<file path="src/rtl/bolt_pkg.sv">
// Shared types and defaults for the player-bolt return controller.
// Optional build macro BOLT_PIERCE_EN: alien hits no longer end a flight;
// the bolt keeps flying and commits at most one alien kill per frame.
package bolt_pkg;

   localparam int NUM_BOLTS = 4;
   localparam int TOP_LIMIT = 8;
   localparam int Y_WRAP    = 480;
   localparam int Y_W       = 11;

`ifdef BOLT_PIERCE_EN
   localparam bit PIERCE_EN = 1'b1;
`else
   localparam bit PIERCE_EN = 1'b0;
`endif

   typedef enum logic [1:0] {IDLE, FLYING, HIT_PEND, RETURNING} bolt_st_t;
   typedef enum logic [1:0] {NONE, ALIEN, SHIELD, OFFSCREEN} hit_rsn_t;

   // Number of set bits in a 4-bit bolt vector (0..4).
   function automatic logic [2:0] popcount4(input logic [3:0] v);
      return {2'b00, v[0]} + {2'b00, v[1]} + {2'b00, v[2]} + {2'b00, v[3]};
   endfunction

endpackage

</file>
<file path="src/rtl/bolt_track_fsm.sv">
// One bolt's flight tracker: FSM, hit-reason latch and registered return
// request. Kill commit is a decode of the current state for the top level
// to register into the kill mask.
module bolt_track_fsm #(
   parameter int TOP_LIMIT = bolt_pkg::TOP_LIMIT,
   parameter int Y_WRAP    = bolt_pkg::Y_WRAP
) (
   input  logic        clk,
   input  logic        resetN,
   input  logic        sof_i,
   input  logic        fired_i,
   input  logic        fire_rise_i,
   input  logic        fire_fall_i,
   input  logic [10:0] y_i,
   input  logic        hit_alien_i,
   input  logic        hit_shield_i,
   output logic        return_o,
   output logic        kill_commit_o
);

   import bolt_pkg::*;

   localparam logic [10:0] TOP_Y  = 11'(TOP_LIMIT);
   localparam logic [10:0] WRAP_Y = 11'(Y_WRAP);

   bolt_st_t state_q;
   hit_rsn_t rsn_q;
   logic     return_q;
   logic     kill_pend_q;   // pierce mode only: alien hit seen this frame
   logic     offscreen_w;

   // Above the top limit or wrapped below zero both count as gone.
   assign offscreen_w = (y_i <= TOP_Y) || (y_i >= WRAP_Y);

   // A kill commits on the frame boundary that releases the bolt, or, in
   // pierce mode, on any frame boundary with an alien hit pending.
   assign kill_commit_o = sof_i & ~fire_fall_i &
                          ((((state_q == HIT_PEND) & ((rsn_q == ALIEN) | kill_pend_q))) |
                           ((state_q == FLYING) & kill_pend_q));

   assign return_o = return_q;

   // Per-bolt flight state machine with registered return request.
   always_ff @(posedge clk or negedge resetN) begin
      if (!resetN) begin
         state_q     <= IDLE;
         rsn_q       <= NONE;
         return_q    <= 1'b0;
         kill_pend_q <= 1'b0;
      end else begin
         case (state_q)
            IDLE: begin
               return_q    <= 1'b0;
               kill_pend_q <= 1'b0;
               if (fire_rise_i) begin
                  state_q <= FLYING;
                  rsn_q   <= NONE;
               end
            end
            FLYING: begin
               if (fire_fall_i) begin
                  state_q     <= IDLE;
                  rsn_q       <= NONE;
                  kill_pend_q <= 1'b0;
               end else begin
                  if (PIERCE_EN)
                     kill_pend_q <= sof_i ? hit_alien_i : (kill_pend_q | hit_alien_i);
                  if (!PIERCE_EN && hit_alien_i) begin
                     state_q <= HIT_PEND;
                     rsn_q   <= ALIEN;
                  end else if (hit_shield_i) begin
                     state_q <= HIT_PEND;
                     rsn_q   <= SHIELD;
                  end else if (sof_i && offscreen_w) begin
                     state_q <= HIT_PEND;
                     rsn_q   <= OFFSCREEN;
                  end
               end
            end
            HIT_PEND: begin
               if (fire_fall_i) begin
                  state_q     <= IDLE;
                  rsn_q       <= NONE;
                  kill_pend_q <= 1'b0;
               end else if (sof_i) begin
                  state_q     <= RETURNING;
                  return_q    <= 1'b1;
                  kill_pend_q <= 1'b0;
               end else if (hit_alien_i) begin
                  // a later alien hit in the same frame outranks shield/off-screen
                  rsn_q <= ALIEN;
               end
            end
            RETURNING: begin
               if (sof_i) begin
                  return_q <= 1'b0;
                  rsn_q    <= NONE;
                  state_q  <= fired_i ? FLYING : IDLE;
               end
            end
            default: begin
               state_q  <= IDLE;
               rsn_q    <= NONE;
               return_q <= 1'b0;
            end
         endcase
      end
   end

endmodule

</file>
<file path="src/rtl/bolt_return_ctrl.sv">
// Player bolt return controller: fire-edge register, one tracker per bolt,
// registered alien-kill pulse/mask and a saturating kill counter.
// Optional build macro BOLT_PIERCE_EN (see bolt_pkg).
module bolt_return_ctrl #(
   parameter int NUM_BOLTS = bolt_pkg::NUM_BOLTS,
   parameter int TOP_LIMIT = bolt_pkg::TOP_LIMIT,
   parameter int Y_WRAP    = bolt_pkg::Y_WRAP,
   parameter int CNT_W     = 16
) (
   input  logic                   clk,
   input  logic                   resetN,
   input  logic                   startOfFrame,
   input  logic [NUM_BOLTS-1:0]   boltFired,
   input  logic [11*NUM_BOLTS-1:0] boltY,
   input  logic [NUM_BOLTS-1:0]   boltHitAlien,
   input  logic [NUM_BOLTS-1:0]   boltHitShield,
   output logic [NUM_BOLTS-1:0]   boltReturn,
   output logic                   alienKill,
   output logic [NUM_BOLTS-1:0]   alienKillMask,
   output logic [CNT_W-1:0]       killCount
);

   import bolt_pkg::*;

   localparam int SUM_W = CNT_W + 3;
   localparam logic [SUM_W-1:0] CNT_MAX = {{3{1'b0}}, {CNT_W{1'b1}}};

   logic [NUM_BOLTS-1:0] fired_q;
   logic [NUM_BOLTS-1:0] fire_rise_w;
   logic [NUM_BOLTS-1:0] fire_fall_w;
   logic [NUM_BOLTS-1:0] commit_w;
   logic [NUM_BOLTS-1:0] mask_q;
   logic                 kill_q;
   logic [CNT_W-1:0]     count_q;
   logic [SUM_W-1:0]     sum_w;

   assign fire_rise_w = boltFired & ~fired_q;
   assign fire_fall_w = ~boltFired & fired_q;

   for (genvar gi = 0; gi < NUM_BOLTS; gi++) begin : g_bolt
      bolt_track_fsm #(
         .TOP_LIMIT (TOP_LIMIT),
         .Y_WRAP    (Y_WRAP)
      ) u_fsm (
         .clk           (clk),
         .resetN        (resetN),
         .sof_i         (startOfFrame),
         .fired_i       (boltFired[gi]),
         .fire_rise_i   (fire_rise_w[gi]),
         .fire_fall_i   (fire_fall_w[gi]),
         .y_i           (boltY[11*gi +: 11]),
         .hit_alien_i   (boltHitAlien[gi]),
         .hit_shield_i  (boltHitShield[gi]),
         .return_o      (boltReturn[gi]),
         .kill_commit_o (commit_w[gi])
      );
   end

   // Wide enough that adding up to four kills can never wrap before saturation.
   assign sum_w = {3'b000, count_q} + SUM_W'(popcount4(mask_q));

   // Fire-edge history, registered kill pulse/mask, saturating kill total.
   always_ff @(posedge clk or negedge resetN) begin
      if (!resetN) begin
         fired_q <= '0;
         mask_q  <= '0;
         kill_q  <= 1'b0;
         count_q <= '0;
      end else begin
         fired_q <= boltFired;
         mask_q  <= commit_w;
         kill_q  <= |commit_w;
         if (kill_q)
            count_q <= (sum_w > CNT_MAX) ? {CNT_W{1'b1}} : sum_w[CNT_W-1:0];
      end
   end

   assign alienKill     = kill_q;
   assign alienKillMask = mask_q;
   assign killCount     = count_q;

endmodule

</file>
<file path="config.mk">
export PLATFORM = sky130hd
export DESIGN_NAME = bolt_return_ctrl
export DESIGN_NICKNAME = d
export VERILOG_FILES = /design/src/rtl/bolt_pkg.sv /design/src/rtl/bolt_track_fsm.sv /design/src/rtl/bolt_return_ctrl.sv
export SDC_FILE = /design/constraint.sdc
export NUM_CORES = 1
export LEC_CHECK = 0
export CAP_MARGIN = 5
export CORE_MARGIN = 2
export CORE_UTILIZATION = 43
export DETAILED_ROUTE_END_ITERATION = 7
export PLACE_DENSITY = 0.77
export SETUP_SLACK_MARGIN = 0.05
export SLEW_MARGIN = 25
export SYNTH_ARGS = -nofsm -noshare
export SYNTH_HDL_FRONTEND = slang
export SYNTH_SLANG_ARGS = --single-unit
</file>
<file path="constraint.sdc">
create_clock -name clk -period 2.4 [get_ports clk]
set_input_delay 0.48 -clock clk [delete_from_list [all_inputs] [get_ports clk]]
set_output_delay 0.48 -clock clk [all_outputs]
set_load 0.01 [all_outputs]
</file>
==> impl_results.md, run 1 <==
* Share of cells above drive strength 1 at around 12%
* Post-synthesis mux area share at less than 1%
* Crit. path cell count at 10
* Fin crit share at 111%
* Worst Setup Slack post-DPL at -0.152 ns
* Clock latency on the worst-skew pair at 0.30 ns
* Critical path class: reg2reg
* Leak at 0.00175 uW
* RePlAce Congestion at 0.922
* Met3 Usage GRT at 4.04%
* Clock Path Buffers at 2
* Fillers at 553
* DR iter-0 viols at 175
* CTS clk-pin slew, worst paths at 0.09 ns
* Worst EP arrival at between 2 and 3 ns
* Antenna cells at 0
* CTS Buf Count at 5
* R2R cell count at 10
* Synth Net Count at about 400
* Max VDD drop at about 700 uV
* Placed cells at roughly 480
* Main combinational cell family by area after synthesis: simple AND/OR/NAND/NOR gates
* Die height at around 86 um
* Compound-cell area share of the yosys netlist at 21.0%
* Count of final setup violators at 16
* Critical Path Source Type: flip-flop
* Core ar. at 0.00642 mm2
* Max-cap violation count at 0
* Synth-to-layout area growth at 41.7%
* Port Buffers at 83
* Top delay family on crit path: adder cells
* Fin crit period at approximately 2.7 ns
* Synth top area share at 39.2%
* Maximum fanout along the worst path at 4
* Synth Flop Type: dfrtp_1
* Worst min path class: in2async
* Cells after Synth at 322
* Crit end category: flip-flop
* Post-Route WL at just over 7 mm
* Filler-free cell count of the finished design at 498
* Slew Viols, Final at 0
* Nets at 499
* Area of the multi-input gates at 0.00167 mm2
* Rows at 29
* Die width at around 86 um
* Fin util at 63.4%
* P per Cell Area at 754 mW/mm2
* Via count at 2838
* CP max stage delay at between 0.5 and 0.6 ns
* XOR/XNOR Fraction of Synth Area at under 10%
* Grt met2 use at 35.1%
* Number of synthesized flops with an enable pin at 0
* IO Pins at 84
* Worst path bufs/invs at 3
* CTS H-tree lvls at 2
* DR pass1 iterations at 7
* Clk root buf: clkbuf_8
* Overall routing resource usage at 20.1%
* Fin. Hold Viols at 0
* Post-synth cell types at 53
* ANT nets after route at 0
* Max_slew headroom at 63.2%
* Adder-cell share of the synthesized area at 9.49%
* Crit path cell chain: fa_1 -> inv_1 -> fa_2 -> inv_2 -> fa_2 -> nand4_1 -> nor3_4 -> buf_4 -> a21oi_2 -> a41oi_1
* Worst path slowest cell: fa_1
* Seq/Total Area, Yosys at 39.2%
* Cell type with the largest total area after synthesis: dfrtp_1
* Syn. warnings at 0
* Mapped Area at 0.00288 mm2
* DR vias/cell at 5.70
* Synth top area cells: dfrtp_1, ha_1, nand2_1
* Failing checks: design-rule violations, negative setup slack
* GR peak layer: met2
* WL per Instance at 14.6 um
* Overall Power at 3070 uW
* Sink Count at 45
* Post-synthesis area per instance at 8.93 um2
* DRC viols at 6
* Async set or reset register ratio after synthesis at 100%
* Grt ovf at 0
* RSZ-0062 raised after global routing: true
* Initial antenna violation count at 0
* CTS tree: yes
* Worst Skew at 0.00860 ns
* Initial Util at 44.8%
* Met1 Use GR at 25.9%
* Full die area at 0.00736 mm2
* Largest net degree at the start of global routing at 18
* Post-synthesis simple-gate area fraction at around 23%
* Number of global-route vias before repair at ~2800
* First-pass GRT wire length at 12.2 mm
* Status: finished with violations
* Hold_ws at 0.0962 ns
* Worst setup margin at -0.274 ns
* Fmax at 0.374 GHz
* Req. time, crit path at ~2.6 ns
* Post-synthesis register bit count at 45
* Register area at 0.00113 mm2
* Critical path's most frequent cell: fa_2
* Hpwl dp at 5.49 mm
* Hold Buf Count CTS at 0
* Worst Tran Pin Value at 0.547 ns
-- metrics by stage --
| stage | instance area, um2 | setup TNS [ns] |
|---|---|---|
| floorplan | 2890 | -0.117 |
| global placement | 3850 | -0.457 |
| detailed placement | 3850 | -1.09 |
| CTS | 4050 | -1.04 |
| global route | 4070 | -3.88 |
| finish | 4070 | -1.97 |
-- repair_timing --
| action | in CTS | in global routing |
|---|---|---|
| setup buffers | 4 | 2 |
| gates cloned | 0 | 0 |
| pin swaps | 6 | 4 |
| setup endpoints to repair | 16 | 16 |
| gates resized for setup | 14 | 3 |
-- metal layers --
layer | up-vias | routed length [um]
li1 | 1360 | -
met1 | 1369 | 3100
met2 | 100 | 3710
met3 | 9 | 371
met4 | 0 | 64
met5 | - | 0
-- power by group --
part / internal, uW / switching, uW
sequential: 924 / 147
combinational: 683 / 712
clock: 339 / 268
-- kinds of logic (layout without fill, tap and decap cells) --
| kind of cell | after synthesis | after routing |
|---|---|---|
| AND/OR/NAND/NOR | 128 | 128 |
| AO/OA/AOI/OAI | 87 | 87 |
| flip-flops | 45 | 45 |
| buffers and inverters | 35 | 134 |
| adder cells (fa/ha/maj) | 20 | 20 |
| XOR/XNOR | 6 | 6 |
| multiplexers | 1 | 1 |
-- path summary, 6_finish.rpt --
| check | start | endpoint | slack, ns |
|---|---|---|---|
| hold reg to reg | g_bolt[2].u_fsm.rsn_q[1] | alienKillMask[2] | 0.46 |
| setup / recovery | alienKillMask[0] | killCount[14] | -0.27 |
| max in group asynchronous | resetN | killCount[3] | 1.75 |
| hold / removal | resetN | killCount[6] | 0.1 |
| setup reg to reg | alienKillMask[0] | killCount[14] | -0.27 |
| min in group clk | g_bolt[2].u_fsm.rsn_q[1] | alienKillMask[2] | 0.46 |
-- flip-flops by register name (all words and copies together) (netlist names) --
name                   count
g_bolt.u_fsm.rsn_q         8
fired_q                    4
killCount                 16
alienKillMask              4
alienKill                  1
g_bolt.u_fsm.state_q       8
g_bolt.u_fsm.return_o      4
-- worst register-to-register path: cells and delay by family, from the launching register on --
family	cells	cell delay, ns
adders and majority gates	3	1.09
and+or+nand+nor	2	0.52
DFF	1	0.42
buffers and inverters	3	0.30
AOI/OAI and AO/OA	2	0.26
-- layout make-up --
type	count	share of cell area [%]
well taps	77	2.36
inverters	25	2.30
clock buffers	6	2.03
flip-flops and latches	45	27.6
repair buffers	101	23.7
multi-input cells	242	41.1
clock inverters	2	0.921
-- cells in the mapped netlist (3+ instances only) --
cell and number:
a21o_1 3, a21oi_1 16, a22o_1 6, and4_1 3, buf_4 4, clkbuf_1 6
dfrtp_1 45, fa_1 3, ha_1 17, inv_1 24, nand2_1 30, nand2b_1 10
nand3_1 15, nand4_1 6, nor2_1 24, nor2b_1 6, nor3_1 15, nor3b_1 4
o211ai_1 3, o21a_1 3, o21ai_0 21, o221ai_1 4, o22a_1 3, o2bb2ai_1 3
o31ai_1 5, o32ai_1 3, or3_1 4, xnor2_1 4
-- placed cells by master, fill, tap and decap left out, types with 10 or more instances in the layout --
| cell | count |
|---|---|
| nand2_1 | 24 |
| nand2b_1 | 10 |
| inv_1 | 23 |
| nor3_1 | 14 |
| o21ai_0 | 18 |
| nand3_1 | 12 |
| dfrtp_1 | 45 |
| clkdlybuf4s50_1 | 82 |
| nor2_1 | 23 |
| buf_4 | 17 |
| ha_1 | 17 |
| a21oi_1 | 14 |
(Power assumes the default switching activity.)
==> inputs of run 2 (changes only) <==
Settings changed: CORE_UTILIZATION 43 to 35, PLACE_DENSITY 0.77 to default.
==> run 2 against run 1 <==
Net effect:
- the run ends with negative setup slack left
- clock skew grew 0.0041 ns
- clock power decreased by 18%
- first-iteration DRC count fell by 32%
- global-route usage down 3.9 points
- fmax up 7.9%
- wire length decreased by 3.0%
- sequential power barely moved
- largest power group unchanged
- critical endpoint is now killCount[10]
- non-clock buffer count down 1
- core utilization down 13 points
- highest routed layer unchanged
- die area up 22%
- setup slack improved by 0.20 ns
==> impl_results.md, run 2 (same netlist as run 1, synthesis figures left out) <==
* Status: finished with violations (unchanged)
* Failing checks: negative setup slack (was design-rule violations, negative setup slack)
* Fin crit share at 103% (was 111%)
* Critical Path Source Type: flip-flop (unchanged)
* Uppermost layer routed: met4 (unchanged)
* Max-cap violation count at 0 (unchanged)
* DR iter-0 viols at 119 (was 175)
* Hpwl dp at 5.47 mm (was 5.49 mm)
* Largest net degree at the start of global routing at 46 (was 18)
* P_sw at 1120 uW (was 1130 uW)
* Leak at 0.00173 uW (was 0.00175 uW)
* Sum Neg Setup Slack at -0.608 ns (was -1.97 ns)
* Full die area at 0.00896 mm2 (was 0.00736 mm2)
* Crit end category: flip-flop (unchanged)
* Initial Util at 35.5% (was 44.8%)
* Comb power frac at 46.8% (was 45.4%)
* Clock latency on the worst-skew pair at 0.30 ns (about the same)
* Initial antenna violation count at 0 (unchanged)
* CTS H-tree lvls at 2 (unchanged)
* Worst min path class: in2async (unchanged)
* WL per Instance at 13.4 um (was 14.6 um)
* Slew Viols, Final at 0 (unchanged)
* R2R Setup Slk at -0.08 ns (was -0.27 ns)
* Commonest non-fill, non-tap cell in the layout: clkdlybuf4s50_1 (unchanged)
* CTS clk-pin slew, worst paths at 0.10 ns (was 0.09 ns)
* Post-Route WL at 7.03 mm (was 7.25 mm)
* Worst Tran Pin Value at 0.573 ns (was 0.547 ns)
* CTS Buf Count at 5 (unchanged)
* Met3 WL post-DR at 260 um (was 371 um)
* P per Cell Area at 722 mW/mm2 (was 754 mW/mm2)
* RePlAce Congestion at 0.838 (was 0.922)
* Overall Power at 2940 uW (was 3070 uW)
* Worst Skew at 0.0127 ns (was 0.00860 ns)
* Number of global-route vias before repair at 2624 (was 2762)
* Req. time, crit path at 2.60 ns (was 2.61 ns)
* Die width at 94.6 um (was 85.8 um)
* RSZ-0062 raised after global routing: true (unchanged)
* Grt ovf at 0 (unchanged)
* DRC viols at 0 (was 6)
* CTS tree: yes (unchanged)
* Port Buffers at 83 (unchanged)
* Maximum fanout along the worst path at 4 (unchanged)
* Fin. Hold Viols at 0 (unchanged)
* Nets at 498 (was 499)
* Share of cells above drive strength 1 at 11.4% (was 12.4%)
* Seq pwr share at 36.4% (was 34.9%)
* R2r endpoint: killCount[10] (was killCount[14])
* Max_slew headroom at 61.8% (was 63.2%)
* DR WL met2 at 3.37 mm (was 3.71 mm)
* DR pass1 iterations at 4 (was 7)
* Fillers at 797 (was 553)
* Core ar. at 0.00809 mm2 (was 0.00642 mm2)
* Reg-to-reg startpoint: alienKillMask[0] (unchanged)
* Fin crit period at 2.48 ns (was 2.67 ns)
* Worst setup margin at -0.0784 ns (was -0.274 ns)
* Die height at 94.6 um (was 85.8 um)
* Sw frac at 38.2% (was 36.7%)
* R2R cell count at 10 (unchanged)
* Hold_ws at 0.245 ns (was 0.0962 ns)
* Antenna cells at 0 (unchanged)
* DR vias/cell at 5.14 (was 5.70)
* IO Pins at 84 (unchanged)
* Sink Count at 45 (unchanged)
* Synth-to-layout area growth at 41.5% (was 41.7%)
* ANT nets after route at 0 (unchanged)
* Max VDD drop at 422 uV (was 698 uV)
* Overall routing resource usage at 16.3% (was 20.1%)
* Rows at 33 (was 29)
* Pint at 1810 uW (was 1950 uW)
* Count of final setup violators at 12 (was 16)
* Fmax at 0.403 GHz (was 0.374 GHz)
* Hold Buf Count CTS at 0 (unchanged)
* Most frequent cells in the layout: clkdlybuf4s50_1, dfrtp_1, nand2_1 (unchanged)
* Clock Path Buffers at 2 (unchanged)
* First-pass GRT wire length at 11.8 mm (was 12.2 mm)
* Largest register FFs at 16 (unchanged)
* Worst EP arrival at 2.68 ns (was 2.88 ns)
* WL met1 at 3.35 mm (was 3.10 mm)
* Via count at 2701 (was 2838)
* Critical path class: reg2reg (unchanged)
* Clk root buf: clkbuf_8 (unchanged)
* Clock Power Share at 16.8% (was 19.7%)
[run 2: cell count changes in the layout (fill, tap and decap cells not counted), sizes merged]
cell / delta
clkbuf: -1
clkinv: +1
bufinv: -1
buf: -1
inv: +1
[run 2: stage by stage]
step                utilization, %  instances  instance area, um2  setup WS (ns)
floorplan                        -        322                2890        -0.0610
global placement              48.1        513                3900        -0.0738
detailed placement            48.1        513                3900         -0.124
CTS                           49.9        523                4040         -0.102
global route                  50.3        525                4070         -0.218
finish                        50.3        525                4070        -0.0784
[run 2: area by class of cell]
class,instances,area [um2],area share (%)
tap,105,131,3.23
timing repair buffer,100,961,23.6
multi-input combinational,242,1660,40.8
sequential,45,1130,27.7
clock inverter,3,25.0,0.615
clock buffer,5,68.8,1.69
inverter,25,93.8,2.31
[run 2: worst max path at each step]
| stage | end | from | slack (ns) |
|---|---|---|---|
| 3_3_place_gp | killCount[10] | alienKillMask[0] | -0.07 |
| 3_5_place_dp | killCount[10] | alienKillMask[0] | -0.12 |
| 2_1_floorplan | killCount[12] | alienKillMask[0] | -0.06 |
| 6_report | killCount[10] | alienKillMask[0] | -0.08 |
| 4_1_cts | killCount[10] | alienKillMask[0] | -0.10 |
| 5_1_grt | killCount[10] | alienKillMask[0] | -0.22 |
[run 2: power groups by stage]
stage          Combinational (uW)  Sequential, uW  Clock [uW]
6_report                     1370            1070         495
2_1_floorplan                 949            1060           0
4_1_cts                      1370            1070         517
3_5_place_dp                 1360            1080           0
3_3_place_gp                 1340            1070           0
5_1_grt                      1530            1090         545
[run 2: metal layers]
metal,track usage [%],up-vias
met4,4.23,0
met1,21.9,1293
met2,27.1,49
li1,-,1354
met3,2.79,5
met5,0,-
[run 2: repair_timing]
action                                  CTS  global route
endpoints found under the hold margin     0             0
endpoints found under the setup margin   16            16
gates resized for setup                  11             3
buffers inserted                          2             3
pin swaps                                 4             3
[run 2: worst max-delay path, stage by stage, from the launching register on]
cell	delay [ns]
dfrtp_1	0.41
fa_1	0.53
inv_1	0.05
fa_2	0.34
inv_2	0.07
fa_2	0.19
nand4_1	0.19
nor3_4	0.27
buf_6	0.15
nand3_2	0.06
o21a_1	0.11
